`config.mk`:
```
export PLATFORM = sky130hd
export DESIGN_NAME = fetch_unit
export DESIGN_NICKNAME = d
export VERILOG_FILES = /design/src/rtl/fetch_unit.sv
export SDC_FILE = /design/constraint.sdc
export NUM_CORES = 1
export LEC_CHECK = 0
export BUFFER_PORTS_ARGS = -buffer_cell sky130_fd_sc_hd__buf_2
export CORE_ASPECT_RATIO = 1.75
export CORE_MARGIN = 4
export CORE_UTILIZATION = 30
export DETAILED_ROUTE_END_ITERATION = 10
export PLACE_DENSITY = 0.45
export SLEW_MARGIN = 20
export SYNTH_ARGS = -nofsm -noshare
export SYNTH_HDL_FRONTEND = slang
export SYNTH_SLANG_ARGS = --single-unit
```
`constraint.sdc`:
```
create_clock -name clk -period 6 [get_ports clk]
set_input_delay 0.9 -clock clk [delete_from_list [all_inputs] [get_ports clk]]
set_output_delay 0.9 -clock clk [all_outputs]
set_load 0.01 [all_outputs]
```
`src/rtl/fetch_unit.sv`:
```
// fetch_unit: MIPS front end. Owns the fetch PC, keeps at most one
// instruction-memory request in flight, and buffers returned words in a
// small FIFO that feeds decode through a valid/ready handshake. A redirect
// from decode flushes the FIFO and drops any in-flight response.
module fetch_unit #(
  parameter logic [31:0] RESET_PC = 32'h0000_0000,
  parameter int unsigned DEPTH    = 4
) (
  input  logic        clk,
  input  logic        resetn,
  output logic        imem_req,
  output logic [31:0] imem_addr,
  input  logic        imem_ready,
  input  logic        imem_rvalid,
  input  logic [31:0] imem_rdata,
  input  logic        redirect_valid,
  input  logic [31:0] redirect_pc,
  output logic [31:0] instr_out,
  output logic [31:0] pcplus4_out,
  output logic        out_valid,
  input  logic        dec_ready
);

  localparam int unsigned PW = $clog2(DEPTH);
  localparam int unsigned CW = $clog2(DEPTH) + 1;

  typedef enum logic [1:0] {
    S_IDLE,
    S_WAIT,
    S_DROP
  } state_t;

  state_t          r_state;
  state_t          w_state_nxt;

  logic [31:0]     r_pc;
  logic [31:0]     r_pending_pc;
  logic [CW-1:0]   r_count;
  logic [PW-1:0]   r_rd_ptr;
  logic [PW-1:0]   r_wr_ptr;
  logic [31:0]     r_instr_q [DEPTH];
  logic [31:0]     r_pc4_q   [DEPTH];

  logic            w_full;
  logic            w_empty;
  logic            w_push;
  logic            w_pop;
  logic            w_accept;
  logic [31:0]     w_redirect_aligned;

  assign w_full             = (r_count == CW'(DEPTH));
  assign w_empty            = (r_count == '0);
  assign w_accept           = imem_req && imem_ready;
  assign w_pop              = !w_empty && dec_ready && !redirect_valid;
  assign w_redirect_aligned = redirect_pc & 32'hFFFF_FFFC;

  assign imem_addr   = r_pc;
  assign out_valid   = !w_empty;
  assign instr_out   = r_instr_q[r_rd_ptr];
  assign pcplus4_out = r_pc4_q[r_rd_ptr];

  // State register.
  always_ff @(posedge clk or negedge resetn) begin
    if (!resetn) r_state <= S_IDLE;
    else         r_state <= w_state_nxt;
  end

  // Next-state, request issue and push decision. imem_req is also gated by
  // resetn so the request stays low while reset is asserted.
  always_comb begin
    w_state_nxt = r_state;
    imem_req    = 1'b0;
    w_push      = 1'b0;
    case (r_state)
      S_IDLE: begin
        imem_req = resetn && !redirect_valid && !w_full;
        if (imem_req && imem_ready) w_state_nxt = S_WAIT;
      end
      S_WAIT: begin
        if (imem_rvalid) begin
          w_state_nxt = S_IDLE;
          w_push      = !redirect_valid;
        end else if (redirect_valid) begin
          w_state_nxt = S_DROP;
        end
      end
      S_DROP: begin
        if (imem_rvalid) w_state_nxt = S_IDLE;
      end
      default: w_state_nxt = S_IDLE;
    endcase
  end

  // Fetch PC and the PC of the outstanding request; redirect has priority.
  always_ff @(posedge clk or negedge resetn) begin
    if (!resetn) begin
      r_pc         <= RESET_PC & 32'hFFFF_FFFC;
      r_pending_pc <= '0;
    end else if (redirect_valid) begin
      r_pc <= w_redirect_aligned;
    end else if (w_accept) begin
      r_pc         <= r_pc + 32'd4;
      r_pending_pc <= r_pc;
    end
  end

  // Queue pointers and occupancy; a redirect flushes and cancels push/pop.
  always_ff @(posedge clk or negedge resetn) begin
    if (!resetn) begin
      r_count  <= '0;
      r_rd_ptr <= '0;
      r_wr_ptr <= '0;
    end else if (redirect_valid) begin
      r_count  <= '0;
      r_rd_ptr <= '0;
      r_wr_ptr <= '0;
    end else begin
      if (w_push) r_wr_ptr <= r_wr_ptr + PW'(1);
      if (w_pop)  r_rd_ptr <= r_rd_ptr + PW'(1);
      case ({w_push, w_pop})
        2'b10:   r_count <= r_count + CW'(1);
        2'b01:   r_count <= r_count - CW'(1);
        default: r_count <= r_count;
      endcase
    end
  end

  // Queue storage; cleared on reset so the head outputs read zero.
  always_ff @(posedge clk or negedge resetn) begin
    if (!resetn) begin
      for (int unsigned i = 0; i < DEPTH; i++) begin
        r_instr_q[i] <= '0;
        r_pc4_q[i]   <= '0;
      end
    end else if (w_push) begin
      r_instr_q[r_wr_ptr] <= imem_rdata;
      r_pc4_q[r_wr_ptr]   <= r_pending_pc + 32'd4;
    end
  end

  // Issue is gated on a free slot, so a push into a full queue is a bug.
  assert property (@(posedge clk) disable iff (!resetn) !(w_push && w_full));

endmodule

```
==> results of run 1 <==
kinds of logic after synthesis:
logic type | Yosys count | share of synthesized area
buffers and inverters | 74 | 0.0225
AOI/OAI and AO/OA | 155 | 0.0568
adders and majority gates | 7 | 0.00662
muxes | 225 | 0.225
DFF | 317 | 0.552
other | 1 | 0.000261
xor gates and xnor gates | 60 | 0.0366
and+or+nand+nor | 293 | 0.101
Yosys cell counts (2+ instances only):
cell	number
nor4_4	4
o21ai_1	4
or3_1	2
buf_1	2
mux2i_1	3
o21ai_0	138
xnor2_1	20
nand4_1	20
nand2_1	168
nor3_1	8
dfrtp_1	317
nand2b_1	3
nor2_2	2
and3_1	9
o221ai_1	4
buf_4	5
nand2_2	4
nand4b_1	2
nor2_1	20
nor3b_1	4
clkbuf_1	39
ha_1	6
mux2_2	160
inv_1	6
and2_1	2
nor3_2	3
buf_2	21
nand3_1	30
nand3b_1	3
xor2_1	40
mux4_2	62
registers in the layout (all words and copies together) (netlist names):
signal        cells
r_wr_ptr          2
r_count           3
r_pc4_q         120
r_state           2
r_rd_ptr          2
imem_addr        30
r_instr_q       128
r_pending_pc     30
cell type report:
type	count	area, um2
clock inverter	15	145
fill	4654	30200
multi-input combinational	744	6150
tap	588	736
inverter	6	22.5
timing repair buffer	176	941
antenna	1	2.50
clock buffer	48	1040
sequential	317	7940
where the power goes:
group | switching (mW) | internal (mW)
clock | 0.904 | 1.30
combinational | 0.894 | 0.894
sequential | 0.353 | 2.50
critical path, cell delays in order (launching register included):
cell and delay (ns):
dfrtp_4 0.74, buf_4 0.56, mux4_2 0.62, buf_2 0.17
layer usage:
| metal | GRT usage | wire length, um | up-vias |
|---|---|---|---|
| met2 | 0.253 | 18500 | 236 |
| met5 | 0 | 0 | - |
| met3 | 0.0253 | 1610 | 57 |
| met1 | 0.174 | 15100 | 4589 |
| li1 | - | - | 4326 |
| met4 | 0.0506 | 1130 | 0 |
metrics by stage:
step | setup WS (ns) | instances | cell area (um2) | total power [mW] | util
after global placement | 2.55 | 1831 | 15800 | 4.73 | 0.335
after CTS | 2.31 | 1894 | 17000 | 7.03 | 0.360
after global routing | 2.26 | 1895 | 17000 | 7.30 | 0.360
after floorplan | 3.50 | 1135 | 14400 | 3.98 | -
after detailed placement | 2.54 | 1831 | 15800 | 4.76 | 0.335
final | 2.46 | 1895 | 17000 | 6.85 | 0.360
path summary, 6_finish.rpt:
| kind | to | slack (ns) | depth (start not counted) |
|---|---|---|---|
| hold reg to reg | r_pc4_q[126] | 0.47 | 2 |
| setup reg to reg | r_instr_q[78] | 3.37 | 5 |
| hold / removal | imem_addr[3] | 0.39 | 1 |
| max in group asynchronous | r_instr_q[49] | 4.13 | 2 |
| min in group clk | r_pc4_q[126] | 0.47 | 2 |
| setup / recovery | pcplus4_out[24] | 2.46 | 3 |
==> flow_summary.toml, run 1 <==
[sta]
hold_viol = 0
min_period_ns = 3.54
period_share = 0.590
fmax_ghz = 0.283
tightest_slew_ns = 0.941
setup-violations-final = 0
finClkSkew_ns = 0.0125
rsz0062_at_grt = "no"
tns_ns = 0
whs_ns = 0.395
slew_violations = 0
slew_headroom = 0.373

[cells_and_area]
fin_nets = 1357
final_cell_mix = "315 x dfrtp_1, 168 x nand2_1, 160 x mux2_2, 160 x buf_2, 138 x o21ai_0"
final_common_cell = "dfrtp_1"
area_growth_pct = 18.1
drive_above_1_share = 0.366

[power_and_ir_drop]
power_density_nw_per_um2 = 404
power_leakage_nw = 7.76
vdd_drop_max_mv = 0.159

[synth]
avgSynthCellArea_um2 = 12.7
ys_types = 52
yosys-top-cells-area = "dfrtp_1 55%, mux2_2 13%, mux4_2 9.7%, o21ai_0 4.8%, nand2_1 4.4%"
syn_area_um2 = 14400
synth-seq-area-share = 0.552
synth_top_area_cell = "dfrtp_1"
synth_seq_cells = 317
synth_flop_cell = "dfrtp_1"
synth_top_area_frac = 0.552
synth_cells = 1132
ys_async_sr_fraction = 1.00
synth_edf_count = 0
yosysWarningCount = 0

[routing]
drc = 0
drt-vias-per-instance = 4.86
drt_wl_total_um = 36300
vias = 9208
first_pass_iters = 4
drtIter0Drc = 383
drt-wirelength-per-cell_um = 19.2
ant_nets = 0

[floorplan]
coreArea_um2 = 47200
io_pins = 168
start_util = 0.305
die_h_um = 298
die_w_um = 173
die-area_um2 = 51600
fp-row-count = 105

[grt]
grt_util_all_layers = 0.143
grt_pass1_vias = 10100
grt_max_degree = 164
grt_pass1_wl_um = 58900
antenna_found_initial = 1
grt_overflow_total = 0

[setup_path]
cp_max_fo = 25
setup.worst_path.start = "r_rd_ptr[0]"
critPathArrivalTime_ns = 2.64
critPathKind = "register to output port"
r2r_start = "r_state[1]"
required_ns = 5.10
endpoint_kind = "output port"
start_kind = "register"

[worst_hold_path]
hp-class = "input pin to async pin"

[placed_design]
portBuffers = 161
gp_congestion = 0.785
hpwl_um = 23800

[outcome]
outcome = "finished clean"

[clock_network]
path_clk_slew_ns = 0.06
cts_setup_buffers = 0
cts_tree = "built"
numCtsBuffers = 35
cts_num_sinks = 317
cts_max_level = 2
ctsResizeCount = 0
clock_latency_ns = 0.52
hold_buffers = 0
clock_path_buffers = 3
root_buffer = "clkbuf_16"

[job]
maxCapViolations = 0
Note: power is estimated with default switching activity, not from simulation.
==> run 2, diff against run 1 <==
Clock period 6 ns to 3.55 ns, I/O delays scaled along.
==> flow_summary.toml, run 2 (synthesized netlist as in run 1, its figures left out) <==
[routing]
drc = 0
ant_nets = 0
drt-wirelength-per-cell_um = 19.1
first_pass_iters = 4
vias = 9228
drtIter0Drc = 471
drt-vias-per-instance = 4.87
drt_wl_total_um = 36100

[cells_and_area]
drive_above_1_share = 0.363
multi_input_area_um2 = 6150
ff_latch_area_um2 = 7940
largestRegisters = "r_instr_q: 128 flops, r_pc4_q: 120 flops"
regMostFlops = "r_instr_q"
final_common_cell = "dfrtp_1"
fill_cells = 4687
fin_nets = 1358
largest_reg_flops = 128
diodes = 0
final_cell_mix = "315 x dfrtp_1, 168 x nand2_1, 160 x mux2_2, 160 x buf_2, 138 x o21ai_0"
area_growth_pct = 18.6
fin_util = 0.361

[setup_path]
endpoint_kind = "output port"
critPathKind = "register to output port"
start_kind = "register"
cp_max_fo = 28
setup.worst_path.start = "r_rd_ptr[0]"
r2r_start = "r_pending_pc[2]"
worstSetupEndpoint = "instr_out[26]"
required_ns = 3.02
cp_slowest_cell = "dfrtp_4"
r2r_slack_ns = 1.07
rr_worst_depth = 6
critPathArrivalTime_ns = 2.38
crit_chain = "buf_4 > mux4_2 > buf_2"
max_stage_delay_ns = 0.85
worstReg2RegEnd = "r_pc4_q[60]"

[floorplan]
fp-row-count = 105
die-area_um2 = 51600
start_util = 0.305
die_h_um = 298
io_pins = 168
coreArea_um2 = 47200
die_w_um = 173

[grt]
grt_max_degree = 162
grt_overflow_total = 0
grt_pass1_vias = 9894
grt_pass1_wl_um = 57900
antenna_found_initial = 0
grt_util_all_layers = 0.140

[sta]
finClkSkew_ns = 0.0190
setup-violations-final = 0
tns_ns = 0
period_share = 0.821
slew_headroom = 0.356
tightest_slew_ns = 0.965
slew_violations = 0
min_period_ns = 2.92
fmax_ghz = 0.343
hold_viol = 0
rsz0062_at_grt = "no"

[power_and_ir_drop]
switchingPower_mw = 3.59
power_leakage_nw = 7.79
sw_frac_of_total = 0.309
power_density_nw_per_um2 = 681
clkPwrFrac = 0.319
pwr-share-comb = 0.262
vdd_drop_max_mv = 0.297
pwr-share-seq = 0.419
p_int_mw = 8.01

[clock_network]
root_buffer = "clkbuf_16"
cts_num_sinks = 317
cts_max_level = 2
cts_tree = "built"
clock_path_buffers = 3
path_clk_slew_ns = 0.06
ctsResizeCount = 0
numCtsBuffers = 34
clock_latency_ns = 0.52

[worst_hold_path]
hp-class = "input pin to register"

[outcome]
outcome = "finished clean"

[placed_design]
portBuffers = 161
gp_congestion = 0.763
hpwl_um = 23600

[job]
maxCapViolations = 0
[run 2: cell count changes in the layout (fill, tap and decap cells not counted), sizes merged]
cell / before / now
clkinv: 11 / 7
bufinv: 2 / 4
clkinvlp: 2 / 0
inv: 6 / 8
buf: 176 / 177
clkbuf: 48 / 47
diode: 1 / 0
dlygate4sd3: 0 / 1
[run 2: power groups by stage]
stage | logic, mW | clock network [mW] | registers [mW]
final | 3.04 | 3.70 | 4.87
after detailed placement | 3.14 | 0 | 4.96
after global routing | 3.37 | 3.99 | 4.99
after global placement | 3.10 | 0 | 4.92
after CTS | 3.14 | 3.86 | 4.89
after floorplan | 2.08 | 0 | 4.66
[run 2: how the worst min path moves through the flow]
stage | endpoint | cells after the start | slack (ns) | startpoint
global placement | r_pending_pc[16] | 1 | 0.41 | resetn
global route | r_state[1] | 2 | 0.18 | imem_rvalid
detailed placement | r_pending_pc[16] | 1 | 0.42 | resetn
floorplan | imem_addr[10] | 0 | 0.24 | resetn
CTS | r_state[1] | 2 | 0.16 | imem_rvalid
finish | r_state[1] | 2 | 0.20 | imem_rvalid
[run 2: stage by stage]
stage / area [um2] / std cells / power (mW) / worst slack [ns] / hold slack [ns]
after CTS: 17000 / 1893 / 11.9 / 0.533 / 0.163
after floorplan: 14400 / 1135 / 6.73 / 1.42 / 0.237
after global placement: 15900 / 1832 / 8.03 / 1.00 / 0.415
after detailed placement: 15900 / 1832 / 8.10 / 0.951 / 0.419
after global routing: 17000 / 1893 / 12.4 / 0.464 / 0.181
final: 17000 / 1893 / 11.6 / 0.634 / 0.196
[run 2: area by class of cell]
| class | instances | share of cell area |
|---|---|---|
| Inverter | 6 | 0.00132 |
| Timing Repair Buffer | 178 | 0.0614 |
| Clock buffer | 47 | 0.0576 |
| Clock inverter | 13 | 0.0101 |
| Sequential cell | 317 | 0.466 |
| Multi-Input combinational cell | 744 | 0.361 |
| Tap cell | 588 | 0.0432 |
[run 2: what timing repair did]
action | in CTS | in global routing
setup buffers | 0 | 0
hold buffers | 1 | 0
hold endpoints to repair | 27 | 0
[run 2: worst max-delay path: cells and delay by family, from the launching register on]
family / cells / cell delay, ns
flip-flops: 1 / 0.85
multiplexers: 1 / 0.53
buffers and inverters: 2 / 0.49
[run 2: metal layers]
layer	vias to the layer above	routed length [um]	GRT usage
met5	-	0	0
met4	0	890	0.0436
met3	47	1640	0.0272
met2	206	18800	0.252
met1	4616	14800	0.169
li1	4359	-	-
==> run 3, diff against run 2 <==
Clock period 3.55 ns to 2.85 ns, I/O delays scaled along.
==> flow_summary.toml, run 3 (synthesized netlist as in run 1, its figures left out) <==
[clock_network]
cts_max_level = 2
root_buffer = "clkbuf_16"
ctsResizeCount = 0
cts_tree = "built"
numCtsBuffers = 34
cts_num_sinks = 317
clock_path_buffers = 3
path_clk_slew_ns = 0.06
clock_latency_ns = 0.52

[setup_path]
critPathKind = "register to output port"
worstSetupEndpoint = "pcplus4_out[18]"
cp_slowest_cell = "dfrtp_4"
worstReg2RegEnd = "r_pc4_q[28]"
critPathArrivalTime_ns = 2.20
start_kind = "register"
cp_num_buf_inv = 2
cp_max_fo = 14
cpLargestDelayFamily = "flip-flops"
crit_chain = "buf_12 > mux4_2 > buf_2"
setup.worst_path.start = "r_rd_ptr[0]"
rr_worst_depth = 6
worst-path-stages = 3
required_ns = 2.42
r2r_slack_ns = 0.55
max_stage_delay_ns = 0.65
r2r_start = "r_pending_pc[2]"
endpoint_kind = "output port"

[grt]
grt_pass1_wl_um = 57500
grt_overflow_total = 0
antenna_found_initial = 0
grt_util_all_layers = 0.139
grt_max_degree = 169
grt_pass1_vias = 9792

[cells_and_area]
fin_cells = 1898
regMostFlops = "r_instr_q"
diodes = 0
largest_reg_flops = 128
drive_above_1_share = 0.365
design_area_um2 = 17100
largestRegisters = "r_instr_q: 128 flops, r_pc4_q: 120 flops"
area_growth_pct = 19.2
final_cell_mix = "315 x dfrtp_1, 168 x nand2_1, 160 x mux2_2, 160 x buf_2, 138 x o21ai_0"
fin_nets = 1363
final_common_cell = "dfrtp_1"

[sta]
slew_headroom = 0.363
min_period_ns = 2.63
finClkSkew_ns = 0.0156
hold_viol = 0
fmax_ghz = 0.380
tns_ns = 0
period_share = 0.923
rsz0062_at_grt = "no"
slew_violations = 0
tightest_slew_ns = 0.955
setup-violations-final = 0

[routing]
drt_wl_total_um = 36400
ant_nets = 0
drt-vias-per-instance = 4.86
drc = 0
drt-wirelength-per-cell_um = 19.2
drtIter0Drc = 402
first_pass_iters = 4
vias = 9226

[power_and_ir_drop]
vdd_drop_max_mv = 0.562
fin_total_pwr_mw = 14.5
power_density_nw_per_um2 = 848
power_leakage_nw = 7.83

[placed_design]
hpwl_um = 23100
gp_congestion = 0.795
place_area_um2 = 15900
numPlacedInstances = 1836
portBuffers = 161

[worst_hold_path]
hp-class = "input pin to register"

[floorplan]
die_w_um = 173
fp-row-count = 105
die-area_um2 = 51600
io_pins = 168
coreArea_um2 = 47200
start_util = 0.305
die_h_um = 298

[outcome]
outcome = "finished clean"

[job]
maxCapViolations = 0
## run 3: layout make-up
| cell class | count | area, um2 |
|---|---|---|
| inverter | 6 | 22.5 |
| multi-input combinational | 744 | 6150 |
| sequential | 317 | 7940 |
| fill | 4647 | 30000 |
| tap | 588 | 736 |
| clock inverter | 7 | 91.3 |
| timing repair buffer | 183 | 1120 |
| clock buffer | 53 | 1080 |
## run 3: worst min path at each step
stage / start / to / slack, ns / cells after the start
detailed placement: resetn / imem_addr[12] / 0.25 / 1
floorplan: resetn / imem_addr[10] / 0.13 / 0
global route: imem_rvalid / r_state[1] / 0.07 / 2
finish: imem_rvalid / r_state[1] / 0.09 / 2
global placement: resetn / imem_addr[10] / 0.26 / 1
CTS: imem_rvalid / r_state[1] / 0.06 / 2
## run 3: repair_timing
action,CTS,global route
buffers inserted,1,0
endpoints found under the setup margin,1,0
endpoints found under the hold margin,9,0
hold buffers,1,0
## run 3: per-layer routing
| metal | wire [um] | up-vias | track usage |
|---|---|---|---|
| met2 | 18600 | 202 | 0.247 |
| met1 | 14900 | 4604 | 0.168 |
| li1 | - | 4367 | - |
| met5 | 0 | - | 0 |
| met3 | 1770 | 53 | 0.0285 |
| met4 | 1020 | 0 | 0.0493 |
## run 3: through the flow
stage	worst slack, ns	hold WS (ns)	utilization
6_report	0.219	0.0933	0.363
4_1_cts	0.143	0.0571	0.363
3_5_place_dp	0.491	0.255	0.338
2_1_floorplan	0.821	0.132	-
3_3_place_gp	0.541	0.257	0.338
5_1_grt	0.133	0.0747	0.363
## run 3: where the power goes
| group | internal, mW | leakage, nW | switching, mW |
|---|---|---|---|
| Combinational | 1.99 | 3.03 | 1.96 |
| Sequential | 5.27 | 4.23 | 0.709 |
| Clock | 2.78 | 0.573 | 1.83 |
| Total | 10.0 | 7.83 | 4.49 |
